**src/rtl/fetch_stage_if.sv**
```systemverilog
`default_nettype none
// ============================================================================
// Module   : fetch_stage_if
// Brief    : Instruction-memory request/response bus between fetch and imem.
// Revision : 1.0
// ============================================================================
interface fetch_stage_if;
    logic        imem_req;
    logic [31:0] imem_addr;
    logic        imem_ready;
    logic        imem_rvalid;
    logic [31:0] imem_rdata;

    modport master (
        output imem_req,
        output imem_addr,
        input  imem_ready,
        input  imem_rvalid,
        input  imem_rdata
    );

    modport slave (
        input  imem_req,
        input  imem_addr,
        output imem_ready,
        output imem_rvalid,
        output imem_rdata
    );
endinterface
`default_nettype wire

```
**src/rtl/fetch_stage.sv**
```systemverilog
`default_nettype none
// ============================================================================
// Module   : fetch_stage
// Brief    : Instruction fetch with one outstanding imem request, IF/ID
//            register, stall hold buffer and redirect/flush handling.
// Revision : 1.0
// ============================================================================
module fetch_stage #(
    parameter logic [31:0] RESET_PC  = 32'h0000_0000,
    parameter logic [31:0] NOP_INSTR = 32'h0000_0013
) (
    input  wire logic        clk,
    input  wire logic        rst_n,
    input  wire logic        stall,
    input  wire logic        redirect,
    input  wire logic [31:0] redirect_pc,
    fetch_stage_if.master    imem,
    output logic [31:0]      if_id_pc,
    output logic [31:0]      if_id_instr,
    output logic             if_id_valid
);

    typedef enum logic [2:0] {
        S_IDLE  = 3'd0,
        S_ISSUE = 3'd1,
        S_WAIT  = 3'd2,
        S_HOLD  = 3'd3,
        S_DROP  = 3'd4
    } state_t;

    localparam logic [31:0] c_ALIGN_MASK = 32'hFFFF_FFFC;
    localparam logic [31:0] c_RESET_PC   = RESET_PC & c_ALIGN_MASK;

    state_t      r_state;
    state_t      w_state_next;
    logic [31:0] r_pc;
    logic [31:0] w_pc_next;
    logic [31:0] r_hold_buf;
    logic [31:0] w_hold_buf_next;
    logic [31:0] r_if_id_pc;
    logic [31:0] w_if_id_pc_next;
    logic [31:0] r_if_id_instr;
    logic [31:0] w_if_id_instr_next;
    logic        r_if_id_valid;
    logic        w_if_id_valid_next;

    logic        w_req;
    logic        w_deliver;
    logic [31:0] w_deliver_instr;
    logic [31:0] w_redirect_pc;
    logic [31:0] w_pc_inc;

    assign w_redirect_pc = redirect_pc & c_ALIGN_MASK;
    assign w_pc_inc      = r_pc + 32'd4;

    always_ff @(posedge clk or negedge rst_n) begin
        if (!rst_n) begin
            r_state       <= S_IDLE;
            r_pc          <= c_RESET_PC;
            r_hold_buf    <= 32'd0;
            r_if_id_pc    <= 32'd0;
            r_if_id_instr <= NOP_INSTR;
            r_if_id_valid <= 1'b0;
        end else begin
            r_state       <= w_state_next;
            r_pc          <= w_pc_next;
            r_hold_buf    <= w_hold_buf_next;
            r_if_id_pc    <= w_if_id_pc_next;
            r_if_id_instr <= w_if_id_instr_next;
            r_if_id_valid <= w_if_id_valid_next;
        end
    end

    always_comb begin
        w_state_next    = r_state;
        w_pc_next       = r_pc;
        w_hold_buf_next = r_hold_buf;
        w_req           = 1'b0;
        w_deliver       = 1'b0;
        w_deliver_instr = r_hold_buf;

        case (r_state)
            S_IDLE: begin
                w_state_next = S_ISSUE;
            end
            S_ISSUE: begin
                w_req = 1'b1;
                if (imem.imem_ready) begin
                    // An accepted request for a stale address must have its response dropped.
                    w_state_next = redirect ? S_DROP : S_WAIT;
                end
            end
            S_WAIT: begin
                if (imem.imem_rvalid) begin
                    if (redirect) begin
                        w_state_next = S_ISSUE;
                    end else if (stall) begin
                        w_deliver       = 1'b1;
                        w_deliver_instr = imem.imem_rdata;
                        w_pc_next       = w_pc_inc;
                        w_state_next    = S_ISSUE;
                    end else begin
                        w_hold_buf_next = imem.imem_rdata;
                        w_state_next    = S_HOLD;
                    end
                end else if (redirect) begin
                    w_state_next = S_DROP;
                end
            end
            S_HOLD: begin
                if (redirect) begin
                    w_state_next = S_ISSUE;
                end else if (stall) begin
                    w_deliver       = 1'b1;
                    w_deliver_instr = r_hold_buf;
                    w_pc_next       = w_pc_inc;
                    w_state_next    = S_ISSUE;
                end
            end
            S_DROP: begin
                if (imem.imem_rvalid) begin
                    w_state_next = S_ISSUE;
                end
            end
            default: begin
                w_state_next = S_IDLE;
            end
        endcase

        // A redirect retargets the fetch pc from any state.
        if (redirect) begin
            w_pc_next = w_redirect_pc;
        end
    end

    // IF/ID: flush wins over stall; stall=0 freezes the register.
    always_comb begin
        w_if_id_pc_next    = r_if_id_pc;
        w_if_id_instr_next = r_if_id_instr;
        w_if_id_valid_next = r_if_id_valid;
        if (redirect) begin
            w_if_id_instr_next = NOP_INSTR;
            w_if_id_valid_next = 1'b0;
        end else if (w_deliver) begin
            w_if_id_pc_next    = r_pc;
            w_if_id_instr_next = w_deliver_instr;
            w_if_id_valid_next = 1'b1;
        end else if (stall) begin
            w_if_id_instr_next = NOP_INSTR;
            w_if_id_valid_next = 1'b0;
        end
    end

    assign imem.imem_req  = w_req;
    assign imem.imem_addr = r_pc;
    assign if_id_pc       = r_if_id_pc;
    assign if_id_instr    = r_if_id_instr;
    assign if_id_valid    = r_if_id_valid;

endmodule
`default_nettype wire

```
**src/flat_wrapper.sv**
```systemverilog
// flat-port wrapper written by rule: the top's interface ports become plain ports
module fetch_stage_flat 
#(
    parameter logic [31:0] RESET_PC  = 32'h0000_0000,
    parameter logic [31:0] NOP_INSTR = 32'h0000_0013
)
  (clk, rst_n, stall, redirect, redirect_pc, if_id_pc, if_id_instr, if_id_valid, imem_imem_req, imem_imem_addr, imem_imem_ready, imem_imem_rvalid, imem_imem_rdata);
  fetch_stage_if imem_i ();
  input  wire logic clk;
  input  wire logic rst_n;
  input  wire logic stall;
  input  wire logic redirect;
  input  wire logic [31:0] redirect_pc;
  output logic [31:0] if_id_pc;
  output logic [31:0] if_id_instr;
  output logic if_id_valid;
  output wire logic [$bits(imem_i.imem_req)-1:0] imem_imem_req;
  output wire logic [$bits(imem_i.imem_addr)-1:0] imem_imem_addr;
  input wire logic [$bits(imem_i.imem_ready)-1:0] imem_imem_ready;
  input wire logic [$bits(imem_i.imem_rvalid)-1:0] imem_imem_rvalid;
  input wire logic [$bits(imem_i.imem_rdata)-1:0] imem_imem_rdata;
  assign imem_imem_req = imem_i.imem_req;
  assign imem_imem_addr = imem_i.imem_addr;
  assign imem_i.imem_ready = imem_imem_ready;
  assign imem_i.imem_rvalid = imem_imem_rvalid;
  assign imem_i.imem_rdata = imem_imem_rdata;
  fetch_stage #(.RESET_PC(RESET_PC), .NOP_INSTR(NOP_INSTR)) u_core (.clk(clk), .rst_n(rst_n), .stall(stall), .redirect(redirect), .redirect_pc(redirect_pc), .imem(imem_i), .if_id_pc(if_id_pc), .if_id_instr(if_id_instr), .if_id_valid(if_id_valid));
endmodule
```
**config.mk**
```make
export PLATFORM = sky130hd
export DESIGN_NAME = fetch_stage_flat
export DESIGN_NICKNAME = d
export VERILOG_FILES = /design/src/rtl/fetch_stage_if.sv /design/src/rtl/fetch_stage.sv /design/src/flat_wrapper.sv
export SDC_FILE = /design/constraint.sdc
export NUM_CORES = 1
export LEC_CHECK = 0
export CAP_MARGIN = 20
export CORE_MARGIN = 1
export CORE_UTILIZATION = 45
export CTS_BUF_LIST = sky130_fd_sc_hd__clkbuf_8 sky130_fd_sc_hd__clkbuf_16
export CTS_CLUSTER_SIZE = 25
export DETAILED_ROUTE_END_ITERATION = 7
export DONT_BUFFER_PORTS = 1
export PLACE_DENSITY_LB_ADDON = 0.25
export SETUP_SLACK_MARGIN = 0.02
export SYNTH_ARGS = -nofsm -noshare
export SYNTH_HDL_FRONTEND = slang
export SYNTH_SLANG_ARGS = --single-unit
```
**constraint.sdc**
```tcl
create_clock -name clk -period 3.1 [get_ports clk]
set_input_delay 0.465 -clock clk [delete_from_list [all_inputs] [get_ports clk]]
set_output_delay 0.465 -clock clk [all_outputs]
set_load 0.005 [all_outputs]
```
==> results of run 1 <==
==> stage by stage <==
step | utilization [%] | setup WS (ns)
floorplan | - | 1.052
global placement | 47.45 | 0.7118
detailed placement | 47.45 | 0.6849
CTS | 52.55 | 0.6658
global route | 52.55 | 0.5105
finish | 52.55 | 0.6756
==> cell type report <==
type	instances	area share, %
sequential	128	48.36
clock inverter	11	2.453
clock buffer	21	7.245
tap	172	3.245
multi-input combinational	345	36.81
timing repair buffer	9	1.208
inverter	12	0.6792
==> per-layer routing <==
| metal | wire [microns] | global-route usage, % |
|---|---|---|
| met5 | 0 | 0 |
| met4 | 129 | 7.521 |
| met3 | 1370 | 10.56 |
| met2 | 6426 | 33.41 |
| met1 | 5354 | 23.31 |
==> state kept, by name (all words and copies together) (netlist names) <==
| name | cells |
|---|---|
| u_core.if_id_pc | 30 |
| u_core.if_id_instr | 32 |
| u_core.r_hold_buf | 32 |
| u_core.r_state | 3 |
| u_core.if_id_valid | 1 |
| u_core.imem.imem_addr | 30 |
==> path summary, 6_finish.rpt <==
check	slack, ns	to
setup reg to reg	0.68	u_core.imem.imem_addr[20]
max in group asynchronous	3.03	u_core.if_id_instr[1]
setup / recovery	0.68	u_core.imem.imem_addr[20]
hold / removal	-0.25	u_core.if_id_pc[15]
min in group clk	0.16	u_core.r_state[1]
hold reg to reg	0.51	u_core.r_hold_buf[20]
==> power groups by stage <==
stage	combinational (mW)	sequential (mW)	clock [mW]
global route	0.733	2.48	2.24
CTS	0.666	2.43	2.17
finish	0.655	2.42	2.13
detailed placement	0.664	2.46	0
floorplan	0.607	2.32	0
global placement	0.628	2.43	0
==> synthesized netlist by cell type, drive strengths merged, types with 4 or more instances <==
cell    number
dfrtp      125
mux2        62
nand2       57
o21ai       45
mux2i       33
clkbuf      21
nor2        20
buf         15
nand3       15
a31oi       14
inv         12
nor3        12
or4         11
nand4       10
nor4        10
o31ai        9
xnor2        9
or3          5
a21oi        4
==> timing repair <==
action | 4_1_cts | 5_1_grt
endpoints found under the hold margin | 128 | 128
setup buffers | 0 | 0
resized for setup | 0 | 0
==> kinds of logic after synthesis <==
family / after synthesis / share of synthesized area, %
muxes: 95 / 17.63
and+or+nand+nor: 151 / 13.32
adders and majority gates: 1 / 0.2145
buffers and inverters: 48 / 3.604
DFF: 128 / 54.98
AOI/OAI and AO/OA: 85 / 8.838
xor gates and xnor gates: 9 / 1.351
other: 1 / 0.06429
==> results.md, run 1 <==
- Leakage power: 3.010 nW
- Drt via density: 5.762
- TritonRoute pass-1 iters: 5
- Worst endpoint data arrival time: 2.76 ns
- Initial antenna violation count: 0
- Drt drc: 0
- Post-DP HPWL: 8.870 mm
- Critical R2R Launch: u_core.r_state[2]
- Die height: 115.9 microns
- I/O Pins: 168
- First-pass GRT wire length: 20.97 mm
- Worst hold path type: input port to asynchronous set/reset pin
- Post-synth ARST share: 100.0%
- EDFF count, synth: 0
- Switching share of power: 24.88%
- Detailed Route WL: 13.28 mm
- Fill cells: 1146
- # rows: 41
- Wire length per cell: 19.03 microns
- Worst EP required: 3.43 ns
- Placed cell area: 0.005988 sq mm
- Final Net Count: 584
- Final period util: 78.21%
- Sequential share of power: 46.5%
- Final max-slew violation count: 0
- Stages on worst setup path: 4
- Slowest stage delay, CP: 0.65 ns
- Clock Power Share: 40.9%
- Placed instance count: 666
- Element type at the critical path end: flip-flop
- Multi-input gate area: 0.002441 sq mm
- Worst Setup SP: u_core.r_state[2]
- Die X-Extent: 115.9 microns
- Unrepaired setup endpoints after global routing: false
- Placer Congestion: 0.7232
- GRT Overall Usage: 20.63%
- Library cells used by synthesis: 46
- Comb pwr share: 12.6%
- Post-synthesis register bit count: 128
- Cell count after synthesis: 518
- Final instance area: 0.006631 sq mm
- # setup viols final: 0
- Failing checks: hold timing
- Crit path max fanout: 12
- Main flop type after synthesis: dfrtp_1
- Total grt overflow: 0
- Top cells by area, synth: dfrtp_1 54%, mux2_2 12%, mux2i_1 5.7%
- Synthesized area per cell: 11.26 sq um
- Starting Density: 46.22%
- Crit-path slowest cell: or3_1
- Area delta synth->final: 13.69%
- Via Count: 4022
- Root Driver: clkbuf_16
- Worst-Skew Late Latency: 0.41 ns
- Sum Neg Setup Slack: 0 ns
- Largest net degree at the start of global routing: 129
- Rel. slew slack: 50.42%
- Psw: 1.296 mW
- Detailed Route Iter0 Violations: 252
- Vias in the first global route: 4126
- Fmax: 412.5 MHz
- Finished Layout Cells: 698
- Core ar.: 0.01262 sq mm
- Crit-path cells: nand3b_1 -> or3_1 -> or4_1 -> a31oi_1
- Seq/Total Area, Yosys: 54.98%
- TritonCTS clock tree: built
- Clock transition at the registers of the reported paths: 0.06 ns
- Synth warn: 0
- DRT antenna net count: 0
- Setup Skew: 0.009272 ns
- Fin. Hold Viols: 125
- Most common cell after layout, fill and taps aside: dfrtp_1
- Commonest non-fill, non-tap cells in the layout: 125 x dfrtp_1, 62 x mux2_2, 56 x nand2_1, 45 x o21ai_0, 33 x mux2i_1
- TritonCTS buffer count: 17
- Worst-case reg-to-reg path depth: 4
- Ratio of cells with drive above 1 in the final layout: 21.29%
- Most area-hungry cell type in the Yosys netlist: dfrtp_1
- # Max-Cap Violations: 0
- Max rail drop VDD: 0.4664 mV
- Syn Std Cell Area: 0.005833 sq mm
- Clock sinks: 128
- Power per cell area: 785.5 mW/mm^2
- Tot Pwr: 5.209 mW
- Worst hold slack: -0.2461 ns
- CP Class: flip-flop to flip-flop
- I/O Buffers: 0
- Synth top area share: 53.63%
- Slew at the pin with the worst max-slew slack: 0.7376 ns
- Worst path bufs/invs: 0
- Post-layout min period: 2.424 ns
- DIE AREA: 0.01342 sq mm
- # H-tree levels: 4
- CP delay by family, top: simple AND/OR/NAND/NOR gates
- Register Area: 0.003207 sq mm
- Inserted Diodes: 0
- Pint: 3.913 mW
- CP Launch Type: flip-flop
- Clk buf depth: 2
- Status: finished, violations left
No activity file was read; power rests on OpenSTA's default activity.
==> run 2: changes to the inputs <==
==> constraint.sdc (replaced) <==
create_clock -name clk -period 2.2 [get_ports clk]
set_input_delay 0.33 -clock clk [delete_from_list [all_inputs] [get_ports clk]]
set_output_delay 0.33 -clock clk [all_outputs]
set_load 0.005 [all_outputs]
==> results.md, run 2 (same netlist as run 1, synthesis figures left out) <==
- Status: finished, violations left
- Failing checks: hold timing
- Layer with the highest usage: met2
- Unrepaired setup endpoints after global routing: true
- Placed instance count: 691 (+3.8%)
- Layout Utilization: 54.51% (+2.0 points)
- Slew at the pin with the worst max-slew slack: 0.5291 ns (-0.2085 ns)
- Met2 Use GR: 34.76% (+1.3 points)
- Final Net Count: 610 (+4.5%)
- DIE AREA: 0.01342 sq mm (unchanged)
- Worst EP required: 2.53 ns (-0.90 ns)
- CP Class: flip-flop to flip-flop
- Initial antenna violation count: 0 (unchanged)
- Ratio of cells with drive above 1 in the final layout: 25.00% (+3.7 points)
- Finished Layout Cells: 724 (+3.7%)
- Detailed Route WL: 13.74 mm (+3.4%)
- Rel. slew slack: 64.46% (+14 points)
- # H-tree levels: 4 (unchanged)
- # Max-Cap Violations: 0 (unchanged)
- TritonCTS buffer count: 17 (unchanged)
- Root Driver: clkbuf_16
- Power per cell area: 1113 mW/mm^2 (+42%)
- Fin. Hold Viols: 128 (+2.4%)
- Starting Density: 46.22% (unchanged)
- Final period util: 92.35% (+14 points)
- Worst-case reg-to-reg path depth: 4 (unchanged)
- Drt drc: 0 (unchanged)
- Area delta synth->final: 17.93%
- Vias in the first global route: 4243 (+2.8%)
- Drt via density: 5.642 (-2.1%)
- Max rail drop VDD: 0.5396 mV (+16%)
- Most common cell after layout, fill and taps aside: dfrtp_1
- Leakage power: 3.168 nW (+5.3%)
- Met3 Track Usage GR: 10.09% (-0.47 points)
- Total grt overflow: 0 (unchanged)
- # setup viols final: 0 (unchanged)
- GRT Overall Usage: 21.39% (+0.76 points)
- Crit-path cells: nand2_1 -> or4_4 -> or4_1 -> a31oi_1
- Die height: 115.9 microns (unchanged)
- Final instance area: 0.006879 sq mm (+3.7%)
- Inserted Diodes: 0 (unchanged)
- Worst hold path type: input port to asynchronous set/reset pin
- Die X-Extent: 115.9 microns (unchanged)
- # rows: 41 (unchanged)
- Hold_buf cts: 1
- Crit path max fanout: 22 (+10)
- Largest net degree at the start of global routing: 129 (unchanged)
- Commonest non-fill, non-tap cells in the layout: 125 x dfrtp_1, 62 x mux2_2, 56 x nand2_1, 45 x o21ai_0
- Worst hold slack: -0.3862 ns (-0.1401 ns)
- Clk buf depth: 2 (unchanged)
- Crit-path slowest cell: or4_4
- Clock transition at the registers of the reported paths: 0.06 ns (about the same)
- Slowest stage delay, CP: 0.66 ns (about the same)
- I/O Pins: 168 (unchanged)
- Element type at the critical path end: flip-flop
- Placer Congestion: 0.7688 (+6.3%)
- TritonRoute pass-1 iters: 4 (-1)
- Fmax: 492.2 MHz (+19%)
- DRT antenna net count: 0 (unchanged)
- Setup Skew: 0.007272 ns (-0.001999 ns)
- Post-DP HPWL: 9.132 mm (+3.0%)
- Wire length per cell: 18.97 microns (-0.30%)
- Sum Neg Setup Slack: 0 ns (unchanged)
- Worst endpoint data arrival time: 2.36 ns (-0.40 ns)
- Clock sinks: 128 (unchanged)
- Worst-Skew Late Latency: 0.41 ns (about the same)
- TritonCTS clock tree: built
- Detailed Route Iter0 Violations: 276 (+9.5%)
- Post-layout min period: 2.032 ns (-0.3926 ns)
- Fill cells: 1127 (-1.7%)
- Via Count: 4085 (+1.6%)
- Placed cell area: 0.006176 sq mm (+3.1%)
- First-pass GRT wire length: 21.73 mm (+3.6%)
- Final max-slew violation count: 0 (unchanged)
- GR Util met1: 25.04% (+1.7 points)
- I/O Buffers: 0 (unchanged)
- CP Launch Type: flip-flop
- Core ar.: 0.01262 sq mm (unchanged)
==> run 2: cell count changes in the layout (fill, tap and decap cells not counted), sizes merged <==
cell / change
buf: +25
clkinvlp: -3
bufinv: +2
clkinv: +1
dlygate4sd3: +1
==> run 2: per-stage QoR <==
stage | power [mW] | worst slack (ns)
3_5_place_dp | 4.473 | 0.1437
4_1_cts | 7.737 | 0.1229
5_1_grt | 8.026 | 0.003161
3_3_place_gp | 4.375 | 0.1880
6_report | 7.657 | 0.1683
2_1_floorplan | 4.131 | 0.1912
==> run 2: layout make-up <==
class	instances	area, sq um	area share, %
Clock inverter	11	209.0	3.037
Sequential cell	128	3207	46.62
Clock buffer	21	480.5	6.984
Timing Repair Buffer	35	277.8	4.038
Inverter	12	45.04	0.6548
Multi-Input combinational cell	345	2445	35.54
Tap cell	172	215.2	3.128
==> run 2: final timing paths <==
path	from	to	slack, ns
setup / recovery	u_core.imem.imem_addr[10]	u_core.imem.imem_addr[21]	0.17
hold / removal	rst_n	u_core.if_id_pc[15]	-0.39
setup reg to reg	u_core.imem.imem_addr[10]	u_core.imem.imem_addr[21]	0.17
hold reg to reg	u_core.r_hold_buf[3]	u_core.r_hold_buf[3]	0.50
max in group asynchronous	rst_n	u_core.if_id_instr[4]	2.28
min in group clk	redirect_pc[17]	u_core.imem.imem_addr[17]	0.04
==> run 2: timing repair <==
item / CTS / global route
setup endpoints to repair: 0 / 3
endpoints found under the hold margin: 129 / 128
buffers inserted: 0 / 0
resized for setup: 0 / 1
==> run 2: layer usage <==
metal / wire length (microns) / up-vias / share of wire (%)
met3: 1318 / 10 / 9.6
met1: 5623 / 2046 / 41
met5: 0 / - / 0
li1: - / 1906 / -
met4: 128 / 0 / 0.93
met2: 6664 / 123 / 49
==> run 2: worst max-delay path, delay by kind of cell, from the launching register on <==
kind | cells | cell delay, ns
simple gates | 3 | 1.30
flops | 1 | 0.46
compound gates | 1 | 0.19
==> run 2: power by group <==
part / switching, mW / internal (mW) / total [mW]
clock: 1.01 / 2.24 / 3.24
combinational: 0.439 / 0.629 / 1.07
sequential: 0.407 / 2.94 / 3.35
